File: src/rtl/cpu_mem_arbiter_if.sv
// cpu_mem_arbiter_if: CPU fetch, CPU load/store and memory macro signals.
// Modports: master = CPU/memory side, slave = arbiter side.
interface cpu_mem_arbiter_if;
  logic        instr_req;
  logic [31:0] instr_addr;
  logic        instr_gnt;
  logic        instr_rvalid;
  logic [31:0] instr_rdata;
  logic        data_req;
  logic [3:0]  data_we;
  logic [31:0] data_addr;
  logic [31:0] data_wdata;
  logic        data_gnt;
  logic        data_rvalid;
  logic [31:0] data_rdata;
  logic        mem_cs;
  logic [3:0]  mem_we;
  logic [31:0] mem_addr;
  logic [31:0] mem_wdata;
  logic [31:0] mem_rdata;

  modport master (
    output instr_req, instr_addr,
    output data_req, data_we, data_addr, data_wdata,
    output mem_rdata,
    input  instr_gnt, instr_rvalid, instr_rdata,
    input  data_gnt, data_rvalid, data_rdata,
    input  mem_cs, mem_we, mem_addr, mem_wdata
  );

  modport slave (
    input  instr_req, instr_addr,
    input  data_req, data_we, data_addr, data_wdata,
    input  mem_rdata,
    output instr_gnt, instr_rvalid, instr_rdata,
    output data_gnt, data_rvalid, data_rdata,
    output mem_cs, mem_we, mem_addr, mem_wdata
  );
endinterface

File: src/rtl/cpu_mem_arbiter.sv
// cpu_mem_arbiter: shares one single-port synchronous memory between the
// CPU fetch port and the CPU load/store port, one access at a time.
// Ports: clk; rst (synchronous, active-high);
//   bus (cpu_mem_arbiter_if.slave): instr_* fetch port, data_* load/store
//   port, mem_* memory macro side.
// Parameter RD_LAT: memory read latency in cycles, 1..7.
// Define CPU_MEM_ARB_RR_EN for a round-robin tie-break; otherwise the
// data port wins every tie.
module cpu_mem_arbiter #(
  parameter int unsigned RD_LAT = 1
) (
  input logic              clk,
  input logic              rst,
  cpu_mem_arbiter_if.slave bus
);
  typedef enum logic [1:0] {
    IDLE,
    ISSUE,
    RWAIT,
    RESP
  } state_t;

  localparam logic [2:0] LAT_M1 = 3'(RD_LAT - 1);

  state_t      state, state_n;
  logic [2:0]  cnt, cnt_n;
  logic        own_d;
  logic [3:0]  we_q;
  logic [31:0] addr_q;
  logic [31:0] wdata_q;
  logic [31:0] irdata_q;
  logic [31:0] drdata_q;
  logic        any_req;
  logic        pick_d;
  logic        take;
  logic        done;

  assign any_req = bus.instr_req | bus.data_req;
  assign take    = (state == IDLE) & any_req;
  assign done    = (state == RWAIT) & (cnt == 3'd0);

`ifdef CPU_MEM_ARB_RR_EN
  logic last_d;

  // A tie goes to the port that was not granted most recently.
  assign pick_d = bus.data_req & ~(bus.instr_req & last_d);

  always_ff @(posedge clk) begin
    if (rst) begin
      last_d <= 1'b1;
    end else if (take) begin
      last_d <= pick_d;
    end
  end
`else
  assign pick_d = bus.data_req;
`endif

  always_comb begin
    state_n = state;
    cnt_n   = cnt;
    unique case (state)
      IDLE: begin
        if (any_req) state_n = ISSUE;
      end
      ISSUE: begin
        // we_q is zero for every fetch, so nonzero means a store.
        if (|we_q) begin
          state_n = IDLE;
        end else begin
          cnt_n   = LAT_M1;
          state_n = RWAIT;
        end
      end
      RWAIT: begin
        if (cnt == 3'd0) state_n = RESP;
        else cnt_n = cnt - 3'd1;
      end
      RESP: begin
        state_n = IDLE;
      end
    endcase
  end

  always_ff @(posedge clk) begin
    if (rst) begin
      state    <= IDLE;
      cnt      <= 3'd0;
      own_d    <= 1'b0;
      we_q     <= 4'd0;
      addr_q   <= 32'd0;
      wdata_q  <= 32'd0;
      irdata_q <= 32'd0;
      drdata_q <= 32'd0;
    end else begin
      state <= state_n;
      cnt   <= cnt_n;
      if (take) begin
        own_d  <= pick_d;
        we_q   <= pick_d ? bus.data_we : 4'd0;
        addr_q <= pick_d ? bus.data_addr : bus.instr_addr;
        if (pick_d) wdata_q <= bus.data_wdata;
      end
      if (done) begin
        if (own_d) drdata_q <= bus.mem_rdata;
        else irdata_q <= bus.mem_rdata;
      end
    end
  end

  assign bus.mem_cs       = (state == ISSUE);
  assign bus.mem_we       = (state == ISSUE) ? we_q : 4'd0;
  assign bus.mem_addr     = addr_q;
  assign bus.mem_wdata    = wdata_q;
  assign bus.instr_gnt    = (state == ISSUE) & ~own_d;
  assign bus.data_gnt     = (state == ISSUE) & own_d;
  assign bus.instr_rvalid = (state == RESP) & ~own_d;
  assign bus.data_rvalid  = (state == RESP) & own_d;
  assign bus.instr_rdata  = irdata_q;
  assign bus.data_rdata   = drdata_q;
endmodule

File: src/flat_wrapper.sv
// flat-port wrapper written by rule: the top's interface ports become plain ports
module cpu_mem_arbiter_flat 
#(
  parameter int unsigned RD_LAT = 1
)
  (clk, rst, bus_instr_req, bus_instr_addr, bus_data_req, bus_data_we, bus_data_addr, bus_data_wdata, bus_mem_rdata, bus_instr_gnt, bus_instr_rvalid, bus_instr_rdata, bus_data_gnt, bus_data_rvalid, bus_data_rdata, bus_mem_cs, bus_mem_we, bus_mem_addr, bus_mem_wdata);
  cpu_mem_arbiter_if bus_i ();
  input logic clk;
  input logic rst;
  input wire logic [$bits(bus_i.instr_req)-1:0] bus_instr_req;
  input wire logic [$bits(bus_i.instr_addr)-1:0] bus_instr_addr;
  input wire logic [$bits(bus_i.data_req)-1:0] bus_data_req;
  input wire logic [$bits(bus_i.data_we)-1:0] bus_data_we;
  input wire logic [$bits(bus_i.data_addr)-1:0] bus_data_addr;
  input wire logic [$bits(bus_i.data_wdata)-1:0] bus_data_wdata;
  input wire logic [$bits(bus_i.mem_rdata)-1:0] bus_mem_rdata;
  output wire logic [$bits(bus_i.instr_gnt)-1:0] bus_instr_gnt;
  output wire logic [$bits(bus_i.instr_rvalid)-1:0] bus_instr_rvalid;
  output wire logic [$bits(bus_i.instr_rdata)-1:0] bus_instr_rdata;
  output wire logic [$bits(bus_i.data_gnt)-1:0] bus_data_gnt;
  output wire logic [$bits(bus_i.data_rvalid)-1:0] bus_data_rvalid;
  output wire logic [$bits(bus_i.data_rdata)-1:0] bus_data_rdata;
  output wire logic [$bits(bus_i.mem_cs)-1:0] bus_mem_cs;
  output wire logic [$bits(bus_i.mem_we)-1:0] bus_mem_we;
  output wire logic [$bits(bus_i.mem_addr)-1:0] bus_mem_addr;
  output wire logic [$bits(bus_i.mem_wdata)-1:0] bus_mem_wdata;
  assign bus_i.instr_req = bus_instr_req;
  assign bus_i.instr_addr = bus_instr_addr;
  assign bus_i.data_req = bus_data_req;
  assign bus_i.data_we = bus_data_we;
  assign bus_i.data_addr = bus_data_addr;
  assign bus_i.data_wdata = bus_data_wdata;
  assign bus_i.mem_rdata = bus_mem_rdata;
  assign bus_instr_gnt = bus_i.instr_gnt;
  assign bus_instr_rvalid = bus_i.instr_rvalid;
  assign bus_instr_rdata = bus_i.instr_rdata;
  assign bus_data_gnt = bus_i.data_gnt;
  assign bus_data_rvalid = bus_i.data_rvalid;
  assign bus_data_rdata = bus_i.data_rdata;
  assign bus_mem_cs = bus_i.mem_cs;
  assign bus_mem_we = bus_i.mem_we;
  assign bus_mem_addr = bus_i.mem_addr;
  assign bus_mem_wdata = bus_i.mem_wdata;
  cpu_mem_arbiter #(.RD_LAT(RD_LAT)) u_core (.clk(clk), .rst(rst), .bus(bus_i));
endmodule
File: config.mk
export PLATFORM = sky130hd
export DESIGN_NAME = cpu_mem_arbiter_flat
export DESIGN_NICKNAME = d
export VERILOG_FILES = /design/src/rtl/cpu_mem_arbiter_if.sv /design/src/rtl/cpu_mem_arbiter.sv /design/src/flat_wrapper.sv
export SDC_FILE = /design/constraint.sdc
export NUM_CORES = 1
export LEC_CHECK = 0
export CORE_MARGIN = 2
export CORE_UTILIZATION = 43
export CTS_CLUSTER_DIAMETER = 150
export DETAILED_ROUTE_END_ITERATION = 16
export GPL_ROUTABILITY_DRIVEN = 0
export GPL_TIMING_DRIVEN = 0
export PLACE_DENSITY = 0.86
export SLEW_MARGIN = 20
export SYNTH_ARGS = -nofsm -noshare
export SYNTH_HDL_FRONTEND = slang
export SYNTH_SLANG_ARGS = --single-unit
File: constraint.sdc
create_clock -name clk -period 3.5 [get_ports clk]
set_clock_uncertainty 0.2 [all_clocks]
set_input_delay 0.875 -clock clk [delete_from_list [all_inputs] [get_ports clk]]
set_output_delay 0.875 -clock clk [all_outputs]
set_load 0.03 [all_outputs]
After elaboration in Yosys (flattened, before gate mapping)
Index checks and enable logic that the tools add are counted.
{"block": "classes", "n_addsub": 1, "eq_ne": 7, "n_mux": 10, "bitwise": 8, "n_reduce_logical": 9}
{"operator": "$mux 32", "n": 1}
{"operator": "$mux 4", "n": 2}
{"operator": "$pmux 2 s4", "n": 1}
{"operator": "$reduce_and 2->1", "n": 4}
{"operator": "$and 1x1->1", "n": 6}
{"operator": "$mux 2", "n": 3}
{"operator": "$mux 3", "n": 2}
{"operator": "$ne 2x2->1 const B", "n": 3}
{"operator": "$pmux 3 s2", "n": 1}
{"operator": "$eq 2x2->1 const B", "n": 2}
{"operator": "$reduce_or 4->1", "n": 1}
{"operator": "$logic_not 3->1", "n": 1}
{"operator": "$reduce_and 3->1", "n": 1}
{"operator": "$sub 3x1->3 const B", "n": 1}
{"operator": "$eq 2x1->1 const B", "n": 1}
{"operator": "$logic_not 2->1", "n": 1}
{"operator": "$ne 2x1->1 const B", "n": 1}
{"operator": "$reduce_bool 2->1", "n": 1}
{"operator": "$not 1->1", "n": 1}
{"operator": "$or 1x1->1", "n": 1}
{"block": "word_totals", "regBits": 138, "input_bits": 136, "out_inout_bits": 137}

Longest topological paths before layout
{"block": "depth", "ltp_word": 3, "ltp_mapped": 8, "mapped_depth_nobuf": 6}

Worst setup path before layout
OpenSTA, ideal clock, no wires.
{"block": "synth_timing", "path_kind": "register -> output", "start": "reg u_core.state[0]", "end": "out bus_instr_gnt", "t_arrival_ps": 1488, "setup_slack_ps": 937, "path_stages_with_launch": 4, "n_path_buf": 1, "cell_sequence": "dfxtp_1 > nor2b_1 > clkbuf_1 > nor2b_1"}
{"block": "synth_between", "elab_chain_cells": 2}
{"item": "start, declared", "line_no": "cpu_mem_arbiter.sv:25", "source": "state_t state, state_n;"}
{"item": "start signal, assigned", "line_no": "cpu_mem_arbiter.sv:96", "source": "state <= state_n;"}
{"item": "$eq 2x1->1"}
{"item": "net bus_mem_cs", "line_no": "flat_wrapper.sv:23", "source": "output wire logic [$bits(bus_i.mem_cs)-1:0] bus_mem_cs;"}
{"item": "$and 1x1->1", "line_no": "cpu_mem_arbiter.sv:115", "source": "assign bus.instr_gnt = (state == ISSUE) & ~own_d;"}
{"item": "end, declared", "line_no": "flat_wrapper.sv:17", "source": "output wire logic [$bits(bus_i.instr_gnt)-1:0] bus_instr_gnt;"}
The timed path passes the listed nets, and every way through them passes these cells.

Worst setup path after layout
{"block": "layout_timing", "start": "reg u_core.state[0]", "end": "out bus_mem_we[1]"}
{"block": "layout_between", "elab_chain_cells": 2}
{"item": "$eq 2x1->1", "line_no": "cpu_mem_arbiter.sv:112", "source": "assign bus.mem_we = (state == ISSUE) ? we_q : 4'd0;"}
{"item": "$mux 4", "line_no": "cpu_mem_arbiter.sv:112"}
{"item": "end, declared", "line_no": "flat_wrapper.sv:24", "source": "output wire logic [$bits(bus_i.mem_we)-1:0] bus_mem_we;"}
No other way between the ends.

==> flow_summary.toml <==
[outcome]
status = "complete, no violations"

[grt]
grt_pass1_vias = 5202
grt_max_degree = 17
grt-ovfl-total = 0
grt_pass1_wl_um = 25810
grt_usage_pct = 25.17
antenna_found_initial = 0

[min_path]
min_to = "u_core.bus.instr_rdata[14]"
hold_path.class = "reg -> reg"
worstHoldStart = "u_core.bus.instr_rdata[14]"
hold_depth = 2

[logic_synthesis]
synth_nets = 759
synth_top_family_by_area = "simple AND/OR/NAND/NOR gates"
synth.cell_area_um2 = 5243
synthAdderAreaFrac_pct = 0.4773
synthXorXnorAreaFrac_pct = 0
synth_compound_area_share_pct = 15.73
syn-instance-count = 621
ys_ff_latch = 138
synth-simple-area-share_pct = 19.47
yosys_warnings = 0
synthMuxAreaShare_pct = 6.110
ys_seq_area_share_pct = 52.70
synth.distinct_cells = 29
syn_avg_cell_area_um2 = 8.442

[drt]
via_count = 5362
vias_per_cell = 5.011
finalWirelength_um = 16460
drc_errors = 0
wl_per_cell_um = 15.38
ant_nets = 0
firstDrtPassIters = 4
drt_iter0_markers = 257

[final_layout]
fillers = 940
drive_gt1_share_pct = 6.934
multi_input_area_um2 = 2191
antennaDiodeCount = 0
final_nets = 1048
fin_area_um2 = 8752
area_delta_synth_final_pct = 66.95
layout_commonest_cell = "clkdlybuf4s50_1"
most-common-layout-cells = "clkdlybuf4s50_1 (270), nand2_1 (197), dfxtp_1 (138)"
seq_area_um2 = 2763

[power_and_ir_drop]
power.density_nw_per_um2 = 519.2
power_switching_mw = 1.246
combPwrFrac_pct = 20.6
seq_power_share_pct = 38.2
switching_share_pct = 27.41
leakagePower_nw = 3.247
irDropWorstVdd_uv = 245.6
internal_power_mw = 3.298
clkPwrFrac_pct = 41.2

[clock_tree]
root_buffer = "clkbuf_16"
post-cts-setup-buffers = 0
clk_pin_slew_worst_paths_ps = 60
cts_hold_buffers = 0
clk_latency_ps = 410
htree_levels = 4
cts_made_buffers = 17
ctsResizeCount = 0
clock-sinks = 138
cts_buffer_depth = 2
cts_tree = "yes"

[critical_path]
reg2reg_slack_ps = 1630
crit_path_cell_trace = "nor2b_1, clkbuf_1, and2_1, clkdlybuf4s50_1"
max_stage_delay_ps = 700
cp-end-kind = "output pin"
path_class = "reg -> out"
r2r_cells = 7
critPathArrivalTime_ps = 2210
r2r_start = "u_core.cnt[0]"
slowest_stage = "clkdlybuf4s50_1"
cp_top_family = "buffers and inverters"
required_ps = 2420
start_kind = "flop"
r2r_end = "u_core.bus.instr_rdata[26]"
critPathBufInv = 2
path_max_fanout = 10

[timing]
relSlewSlack_pct = 60.25
setup_violations = 0
fmax_mhz = 304.0
slew_violations = 0
rsz0062_at_grt = "no"
worst_pin_slew_ps = 590.0
period_needed_ps = 3289
setup-tns-final_ps = 0
hold_viol = 0
fin_crit_sh_pct = 93.98

[placed_design]
port_buffers = 270
dp_hpwl_um = 12150
placed_cell_area_um2 = 8129

[floorplanning]
die_w_um = 114.4
die_y_um = 114.4
rows = 40
pin_count = 273
start_util_pct = 43.83
die_area_um2 = 13090
coreArea_um2 = 11960

[run]
max-cap-violations = 0
stage by stage:
| stage | instances | utilization, % | setup slack [ps] | hold slack (ps) | total power, mW |
|---|---|---|---|---|---|
| 2_1_floorplan | 621 | - | 936.6 | 237.8 | 2.252 |
| 3_3_place_gp | 1038 | 67.96 | 693.5 | 240.3 | 2.690 |
| 3_5_place_dp | 1038 | 67.96 | 651.4 | 246.1 | 2.703 |
| 4_1_cts | 1070 | 73.17 | 221.4 | 253.4 | 4.567 |
| 5_1_grt | 1070 | 73.17 | 98.74 | 267.5 | 4.713 |
| 6_report | 1070 | 73.17 | 210.6 | 250.9 | 4.544 |
worst max-delay path by stage:
stage	startpoint	to	slack (ps)	cells after the start
after floorplan	u_core.state[0]	bus_instr_gnt	940	3
after global placement	u_core.state[0]	bus_mem_we[1]	690	4
after detailed placement	u_core.state[0]	bus_mem_we[2]	650	4
after CTS	u_core.state[0]	bus_mem_we[1]	220	4
after global routing	u_core.state[0]	bus_mem_we[1]	100	4
final	u_core.state[0]	bus_mem_we[1]	210	4
flip-flops by register name, summed over array words and instances, names as in the netlist, named ones only:
name / count
u_core.bus.instr_rdata: 32
u_core.cnt: 3
u_core.state: 1
u_core.own_d: 1
u_core.bus.mem_addr: 32
u_core.we_q: 4
u_core.bus.mem_wdata: 32
u_core.bus.data_rdata: 32
routing by layer:
layer  global-route usage (%)  part of all wire, %
met1                    27.96                   39
met3                    8.047                  7.2
met4                    9.024                  2.1
met5                        0                    0
met2                    45.01                   51
power groups by stage:
stage	registers [mW]	logic, mW	clock network, mW
floorplan	1.96	0.295	0
global placement	1.76	0.926	0
detailed placement	1.77	0.934	0
CTS	1.74	0.940	1.89
global route	1.75	1.00	1.96
finish	1.74	0.934	1.87
synth_stat cells (all sizes together):
master     n  area, µm²
a2111oi    1      8.760
a211oi    33      247.7
a21oi     99      495.5
a221oi     1      15.01
a22oi      4      30.03
and2       7      43.79
and2b      2      15.01
and3       1      6.260
and4bb     1      16.27
buf       32      221.5
clkbuf    16      60.06
dfxtp    138       2763
ha         2      25.02
inv        2      7.510
mux2i     32      320.3
nand2    197      739.5
nand2b     2      12.51
nor2      42      157.7
nor2b      2      12.51
nor3       1      5.000
nor4       1      6.260
o211ai     1      7.510
o21a       1      7.510
o21ai      1      5.000
o31ai      1      7.510
or3        1      6.260
worst min-delay path, stage by stage, from the launching register on:
cell	delay, ps
dfxtp_1	310
nand2_1	50
a21oi_1	50
area by class of cell:
class | count | area share (%)
Multi-Input combinational cell | 433 | 25.03
Clock inverter | 11 | 1.630
Sequential cell | 138 | 31.57
Tap cell | 147 | 2.101
Buffer | 48 | 3.217
Timing Repair Buffer | 270 | 30.88
Inverter | 2 | 0.08578
Clock buffer | 21 | 5.490
cell families (layout without fill, tap and decap cells):
family | Yosys count | after routing
mux | 32 | 32
compound gates | 142 | 142
simple gates | 257 | 257
flops | 138 | 138
fa+ha+maj | 2 | 2
buf+inv | 50 | 352
Power figures use the tool's default switching activity.
